<file path="src/rtl/zeroriscy_trace_buffer.sv">
// On-chip instruction trace buffer for zero-riscy: captures retire and late-writeback
// records with timestamps into a circular buffer, with PC trigger and stop/wrap modes.
module zeroriscy_trace_buffer #(
  parameter int unsigned DEPTH          = 16,
  parameter int unsigned TS_WIDTH       = 32,
  parameter int unsigned REG_ADDR_WIDTH = 5
) (
  input  logic                      clk,
  input  logic                      rst_n,
  input  logic                      trace_enable,
  input  logic                      clear,
  input  logic                      wrap_mode,
  input  logic                      trig_en,
  input  logic [31:0]               trig_pc,
  input  logic                      ret_valid,
  input  logic [31:0]               ret_pc,
  input  logic [31:0]               ret_instr,
  input  logic                      ret_rd_we,
  input  logic [REG_ADDR_WIDTH-1:0] ret_rd_addr,
  input  logic [31:0]               ret_rd_wdata,
  input  logic                      ret_mem_en,
  input  logic [31:0]               ret_mem_addr,
  input  logic                      wb_valid,
  input  logic [REG_ADDR_WIDTH-1:0] wb_reg_waddr,
  input  logic [31:0]               wb_reg_wdata,
  output logic                      rd_valid,
  input  logic                      rd_ready,
  output logic                      rd_is_wb,
  output logic [TS_WIDTH-1:0]       rd_ts,
  output logic [31:0]               rd_pc,
  output logic [31:0]               rd_instr,
  output logic [31:0]               rd_wdata,
  output logic [31:0]               rd_mem_addr,
  output logic [REG_ADDR_WIDTH-1:0] rd_reg_addr,
  output logic                      rd_reg_we,
  output logic                      rd_mem_en,
  output logic [$clog2(DEPTH):0]    count,
  output logic                      overflow,
  output logic                      triggered,
  output logic [1:0]                state
);

  localparam int unsigned PW = $clog2(DEPTH);
  localparam int unsigned CW = PW + 1;

  localparam logic [1:0] S_IDLE    = 2'd0;
  localparam logic [1:0] S_ARMED   = 2'd1;
  localparam logic [1:0] S_CAPTURE = 2'd2;
  localparam logic [1:0] S_FROZEN  = 2'd3;

  logic [1:0]                state_q, state_d;
  logic [PW-1:0]             wptr_q, wptr_d;
  logic [PW-1:0]             rptr_q, rptr_d;
  logic [CW-1:0]             count_q, count_d;
  logic                      overflow_q, overflow_d;
  logic                      triggered_q, triggered_d;
  logic [TS_WIDTH-1:0]       ts_q;

  logic                      hold_vld_q, hold_vld_d;
  logic [REG_ADDR_WIDTH-1:0] hold_addr_q, hold_addr_d;
  logic [31:0]               hold_data_q, hold_data_d;
  logic [TS_WIDTH-1:0]       hold_ts_q, hold_ts_d;

  logic                      mem_is_wb   [DEPTH];
  logic [TS_WIDTH-1:0]       mem_ts      [DEPTH];
  logic [31:0]               mem_pc      [DEPTH];
  logic [31:0]               mem_instr   [DEPTH];
  logic [REG_ADDR_WIDTH-1:0] mem_reg     [DEPTH];
  logic                      mem_we      [DEPTH];
  logic [31:0]               mem_wdata   [DEPTH];
  logic                      mem_men     [DEPTH];
  logic [31:0]               mem_maddr   [DEPTH];

  logic capturing, trig_hit, ret_push, drain, push, full, pop, wr_en;
  logic wb_load, wb_drop;

  logic                      wr_is_wb;
  logic [TS_WIDTH-1:0]       wr_ts;
  logic [31:0]               wr_pc, wr_instr, wr_wdata, wr_maddr;
  logic [REG_ADDR_WIDTH-1:0] wr_reg;
  logic                      wr_we, wr_men;

  assign capturing = trace_enable & ~clear & ((state_q == S_CAPTURE) | (state_q == S_FROZEN));
  assign trig_hit  = trace_enable & ~clear & (state_q == S_ARMED) & ret_valid & (ret_pc == trig_pc);
  assign ret_push  = ret_valid & (capturing | trig_hit);
  // The hold register only drains in CAPTURE so a frozen buffer does not eat writebacks.
  assign drain     = hold_vld_q & trace_enable & ~clear & (state_q == S_CAPTURE) & ~ret_push;
  assign push      = ret_push | drain;
  assign full      = (count_q == CW'(DEPTH));
  assign rd_valid  = (count_q != '0);
  assign pop       = rd_valid & rd_ready & ~clear;
  assign wr_en     = push & (~full | pop | wrap_mode);
  assign wb_load   = wb_valid & capturing & (~hold_vld_q | drain);
  assign wb_drop   = wb_valid & capturing & hold_vld_q & ~drain;

  always_comb begin
    wr_is_wb = 1'b0;
    wr_ts    = ts_q;
    wr_pc    = ret_pc;
    wr_instr = ret_instr;
    wr_reg   = ret_rd_we ? ret_rd_addr : '0;
    wr_we    = ret_rd_we;
    wr_wdata = ret_rd_wdata;
    wr_men   = ret_mem_en;
    wr_maddr = ret_mem_addr;
    if (!ret_push) begin
      wr_is_wb = 1'b1;
      wr_ts    = hold_ts_q;
      wr_pc    = '0;
      wr_instr = '0;
      wr_reg   = hold_addr_q;
      wr_we    = 1'b1;
      wr_wdata = hold_data_q;
      wr_men   = 1'b0;
      wr_maddr = '0;
    end
  end

  always_comb begin
    state_d     = state_q;
    wptr_d      = wptr_q;
    rptr_d      = rptr_q;
    count_d     = count_q;
    overflow_d  = overflow_q;
    triggered_d = triggered_q;
    hold_vld_d  = hold_vld_q;
    hold_addr_d = hold_addr_q;
    hold_data_d = hold_data_q;
    hold_ts_d   = hold_ts_q;

    if (clear) begin
      state_d     = S_IDLE;
      wptr_d      = '0;
      rptr_d      = '0;
      count_d     = '0;
      overflow_d  = 1'b0;
      triggered_d = 1'b0;
      hold_vld_d  = 1'b0;
    end else begin
      if (wr_en) wptr_d = wptr_q + PW'(1);
      // A full wrap-mode push without a pop drops the oldest entry by moving the head.
      if (pop || (wr_en && full)) rptr_d = rptr_q + PW'(1);
      if (wr_en && !full && !pop) count_d = count_q + CW'(1);
      else if (pop && !wr_en)     count_d = count_q - CW'(1);
      if (push && full && !pop) overflow_d = 1'b1;
      if (wb_drop) overflow_d = 1'b1;
      if (trig_hit) triggered_d = 1'b1;

      if (drain) hold_vld_d = 1'b0;
      if (wb_load) begin
        hold_vld_d  = 1'b1;
        hold_addr_d = wb_reg_waddr;
        hold_data_d = wb_reg_wdata;
        hold_ts_d   = ts_q;
      end

      if (!trace_enable) begin
        state_d = S_IDLE;
      end else begin
        unique case (state_q)
          S_IDLE:    state_d = trig_en ? S_ARMED : S_CAPTURE;
          S_ARMED:   if (trig_hit) state_d = S_CAPTURE;
          S_CAPTURE: state_d = S_CAPTURE;
          S_FROZEN:  if (count_d != CW'(DEPTH)) state_d = S_CAPTURE;
          default:   state_d = S_IDLE;
        endcase
        if (((state_q == S_ARMED) || (state_q == S_CAPTURE)) && wr_en &&
            (count_d == CW'(DEPTH)) && !wrap_mode)
          state_d = S_FROZEN;
      end
    end
  end

  always_ff @(posedge clk or negedge rst_n) begin
    if (!rst_n) begin
      state_q     <= S_IDLE;
      wptr_q      <= '0;
      rptr_q      <= '0;
      count_q     <= '0;
      overflow_q  <= 1'b0;
      triggered_q <= 1'b0;
      ts_q        <= '0;
      hold_vld_q  <= 1'b0;
      hold_addr_q <= '0;
      hold_data_q <= '0;
      hold_ts_q   <= '0;
    end else begin
      state_q     <= state_d;
      wptr_q      <= wptr_d;
      rptr_q      <= rptr_d;
      count_q     <= count_d;
      overflow_q  <= overflow_d;
      triggered_q <= triggered_d;
      ts_q        <= ts_q + TS_WIDTH'(1);
      hold_vld_q  <= hold_vld_d;
      hold_addr_q <= hold_addr_d;
      hold_data_q <= hold_data_d;
      hold_ts_q   <= hold_ts_d;
    end
  end

  // Storage is not reset; occupancy gates every readout.
  always_ff @(posedge clk) begin
    if (wr_en) begin
      mem_is_wb[wptr_q] <= wr_is_wb;
      mem_ts[wptr_q]    <= wr_ts;
      mem_pc[wptr_q]    <= wr_pc;
      mem_instr[wptr_q] <= wr_instr;
      mem_reg[wptr_q]   <= wr_reg;
      mem_we[wptr_q]    <= wr_we;
      mem_wdata[wptr_q] <= wr_wdata;
      mem_men[wptr_q]   <= wr_men;
      mem_maddr[wptr_q] <= wr_maddr;
    end
  end

  assign rd_is_wb    = rd_valid & mem_is_wb[rptr_q];
  assign rd_ts       = rd_valid ? mem_ts[rptr_q]    : '0;
  assign rd_pc       = rd_valid ? mem_pc[rptr_q]    : '0;
  assign rd_instr    = rd_valid ? mem_instr[rptr_q] : '0;
  assign rd_reg_addr = rd_valid ? mem_reg[rptr_q]   : '0;
  assign rd_reg_we   = rd_valid & mem_we[rptr_q];
  assign rd_wdata    = rd_valid ? mem_wdata[rptr_q] : '0;
  assign rd_mem_en   = rd_valid & mem_men[rptr_q];
  assign rd_mem_addr = rd_valid ? mem_maddr[rptr_q] : '0;

  assign count     = count_q;
  assign overflow  = overflow_q;
  assign triggered = triggered_q;
  assign state     = state_q;

endmodule

</file>
<file path="config.mk">
export PLATFORM = sky130hd
export DESIGN_NAME = zeroriscy_trace_buffer
export DESIGN_NICKNAME = d
export VERILOG_FILES = /design/src/rtl/zeroriscy_trace_buffer.sv
export SDC_FILE = /design/constraint.sdc
export NUM_CORES = 2
export LEC_CHECK = 0
export BUFFER_PORTS_ARGS = -buffer_cell sky130_fd_sc_hd__buf_2
export CORE_MARGIN = 4
export CORE_UTILIZATION = 64
export CTS_BUF_LIST = sky130_fd_sc_hd__clkbuf_8
export DETAILED_ROUTE_END_ITERATION = 10
export PLACE_DENSITY = 0.88
export SLEW_MARGIN = 30
export SYNTH_ARGS = -nofsm -noshare
export SYNTH_HDL_FRONTEND = slang
export SYNTH_SLANG_ARGS = --single-unit
</file>
<file path="constraint.sdc">
create_clock -name clk -period 7.75 [get_ports clk]
set_input_delay 1.55 -clock clk [delete_from_list [all_inputs] [get_ports clk]]
set_output_delay 1.55 -clock clk [all_outputs]
set_load 0.02 [all_outputs]
</file>
==> impl_metrics.json <==
{
  "achievable-frequency_mhz": 167.2,
  "die_w_um": 420.2,
  "cp_data_arrival_time_ns": 4.43,
  "cts_made_buffers": 426,
  "critical_setup_path_kind": "flop to primary output",
  "clkTransAtPathRegs_ns": 0.07,
  "synth_seq_cells": 2807,
  "final_layout_worst_hold_slack_ns": 0.4138,
  "global_route.usage.total": 0.3271,
  "critPathMaxStageDelay_ns": 0.81,
  "min-delay-path-class": "primary input to asynchronous set/reset pin",
  "hold_violations": 0,
  "post_cts_resize_count": 0,
  "required_ns": 6.20,
  "global_route.overflow_total": 0,
  "fin_util": 0.7249,
  "reg2reg_depth": 11,
  "number_of_warning_messages_in_the_yosys_log": 0,
  "clk_path_buf_depth": 4,
  "first_global_vias": 57360,
  "path_buf_inv": 3,
  "die_area_mm2": 0.1765,
  "synth.top_cells.by_area": "edfxtp_1 74%, mux4_2 17%, dfrtp_1 2.7%",
  "io-pin-count": 391,
  "via_count": 55270,
  "post_layout_minimum_cycle_time_ns": 5.980,
  "fp-row-count": 151,
  "syn_avg_cell_area_um2": 23.06,
  "yosys.area.top_type_share": 0.7424,
  "synth_area_mm2": 0.1087,
  "p_total_mw": 36.30,
  "synth_edf_count": 2688,
  "p_leak_nw": 41.64,
  "timing.critical_path.to_type": "primary output",
  "route.detailed.drc": 0,
  "routed_via_density": 6.922,
  "grt_start_max_net_pins": 110,
  "cts_tree": "yes",
  "path_cells": "buf_16, buf_12, mux4_2, mux4_2, and2_1, buf_2",
  "nNetsFinal": 5655,
  "placeableCoreArea_mm2": 0.1691,
  "grt_antenna_before_repair": 18,
  "slew_viol_final": 0,
  "sequential_cell_area_fraction_in_the_yosys_report": 0.7698,
  "power_per_cell_area_mw_per_mm2": 296.1,
  "chip_height_um": 420.2,
  "max-vdd-ir-drop_mv": 0.4406,
  "finalSetupViolCount": 0,
  "wire_per_inst_um": 35.44,
  "worst_setup_path_start_kind": "flop",
  "route.final.wire_length_um": 283000,
  "rr_endpoint": "mem_ts[2][31]",
  "timing.critical_path.fanout_max": 81,
  "netlist.top_cell.by_area": "edfxtp_1",
  "synthToLayoutAreaGrowth_pct": 12.74,
  "cts_hold_buf": 0,
  "grt_setup_unrepaired": "false",
  "critPathTopFamily": "multiplexers",
  "min_period_over_period": 0.7716,
  "reg2reg_setup_slack_ns": 3.06,
  "synthDistinctLibCells": 60,
  "numPortBuffers": 390,
  "hpwl_um": 158500,
  "most_frequent_cp_cell": "mux4_2",
  "synth_nets": 4941,
  "relSlewSlack": 0.2678,
  "drv.max_cap_violation_count": 0,
  "postSynthCellCount": 4715,
  "worst_r2r_startpoint": "state[1]",
  "globalplace.congestion": 0.8090,
  "run_status": "complete, no violations",
  "critical_path.slowest_cell": "dfrtp_4",
  "floorplan.initialDensity": 0.6430,
  "cts.sinks": 2807,
  "clk_root_buffer_cell": "clkbuf_8",
  "drive_gt1_frac": 0.3501,
  "worst_clock_skew_ns": 0.1006,
  "filler_cell_count": 8466,
  "postCtsSetupRepairBufs": 0,
  "setup-tns-final_ns": 0,
  "ys.flop_type": "edfxtp_1",
  "cts.htree.levels": 5,
  "postRouteAntennaNets": 0,
  "ys_async_sr_fraction": 0.04239,
  "drt-pass1-iter-count": 6,
  "worstSkewPairLatency_ns": 1.14,
  "detailedRoute.firstIterationViolations": 9013,
  "global_route_wire_length_before_repair_um": 407700,
  "worst_pin_slew_ns": 1.098
}
## per-stage QoR
step / cell area (um^2) / setup WS, ns / instances
2_1_floorplan: 108700 / 0.001948 / 4715
3_3_place_gp: 114500 / 2.170 / 7215
3_5_place_dp: 114600 / 1.896 / 7217
4_1_cts: 122500 / 1.661 / 7980
5_1_grt: 122600 / 1.535 / 7984
6_report: 122600 / 1.770 / 7985
## report_power, final
| group | switching, mW | internal [mW] |
|---|---|---|
| combinational | 4.55 | 3.01 |
| clock | 5.71 | 5.92 |
| sequential | 0.153 | 17.0 |
## worst register-to-register path: stages (launching register included)
cell and delay (ns):
dfrtp_1 0.44, inv_1 0.14, ha_1 0.20, nand2_1 0.10, a2111o_1 0.43, nor4b_4 0.36, nand4_2 0.34, a2bb2oi_1 0.26
buf_4 0.26, nor3b_1 0.54, and2_4 0.68, buf_4 0.55
## worst max path at each step
stage,start,end,cells past startpoint
6_report,rptr_q[0],rd_instr[14],6
5_1_grt,rptr_q[0],rd_instr[14],6
4_1_cts,rptr_q[0],rd_instr[14],6
3_5_place_dp,trig_pc[22],mem_ts[2][6],10
3_3_place_gp,trig_pc[21],mem_ts[2][12],10
2_1_floorplan,clear,mem_instr[12][0],8
## routing by layer
metal,track usage,share of wire
met1,0.4228,0.32
met4,0.1752,0.062
met5,0,0.00038
met3,0.06341,0.11
met2,0.5366,0.51
## layout by cell type, fill, tap and decap left out, types with 12 or more instances in the layout
| cell type | netlist | routed |
|---|---|---|
| mux4_2 | 840 | 840 |
| xnor2_1 | 51 | 51 |
| dfrtp_1 | 119 | 115 |
| bufinv_16 | 0 | 20 |
| buf_12 | 0 | 72 |
| inv_1 | 13 | 130 |
| clkbuf_8 | 0 | 439 |
| nand4_1 | 15 | 15 |
| edfxtp_1 | 2688 | 2688 |
| mux2_2 | 69 | 69 |
| nor2_1 | 36 | 35 |
| ha_1 | 13 | 13 |
| nand3_1 | 20 | 20 |
| and2_4 | 0 | 12 |
| buf_2 | 2 | 389 |
| clkinv_2 | 0 | 69 |
| xor2_1 | 14 | 14 |
| nand2_1 | 225 | 225 |
| clkinv_1 | 0 | 104 |
| and2_1 | 278 | 266 |
| buf_4 | 1 | 64 |
## kinds of logic after synthesis
| logic type | after synthesis | share of synthesized area |
|---|---|---|
| AO/OA/AOI/OAI | 40 | 0.002981 |
| XOR/XNOR | 65 | 0.005236 |
| adder cells (fa/ha/maj) | 13 | 0.001496 |
| buffers and inverters | 259 | 0.009068 |
| flip-flops | 2807 | 0.7698 |
| multiplexers | 910 | 0.1812 |
| AND/OR/NAND/NOR | 621 | 0.03020 |
## cells in the mapped netlist, types with 2 or more instances
library cell  count
and4_1            5
nand3b_1          2
a31oi_1           4
buf_2             2
mux4_2          840
inv_1            13
o211ai_1          2
xor2_1           14
o22ai_1           2
dfrtp_1         119
nor2b_1           7
and3_1            9
a21oi_1           6
or3_1             4
edfxtp_1       2688
nor3_2            2
and3b_1           2
o21ai_0           6
a21o_1            2
nand2b_1          6
xnor2_1          51
mux2_2           69
a2111o_1          2
and2_1          278
clkbuf_1        167
buf_1            74
nand4_1          15
nand2_1         225
nor2_1           36
a41oi_1           2
ha_1             13
nand3_1          20
## layout make-up
type | count | area (um^2) | area share
antenna | 3 | 7.507 | 0.00006125
clock buffer | 439 | 6042 | 0.04929
clock inverter | 324 | 1886 | 0.01538
inverter | 14 | 55.05 | 0.0004491
multi-input combinational | 1649 | 24100 | 0.1966
sequential | 2807 | 83710 | 0.6829
tap | 2218 | 2775 | 0.02264
timing repair buffer | 531 | 4001 | 0.03264
Power figures use the tool's default switching activity.
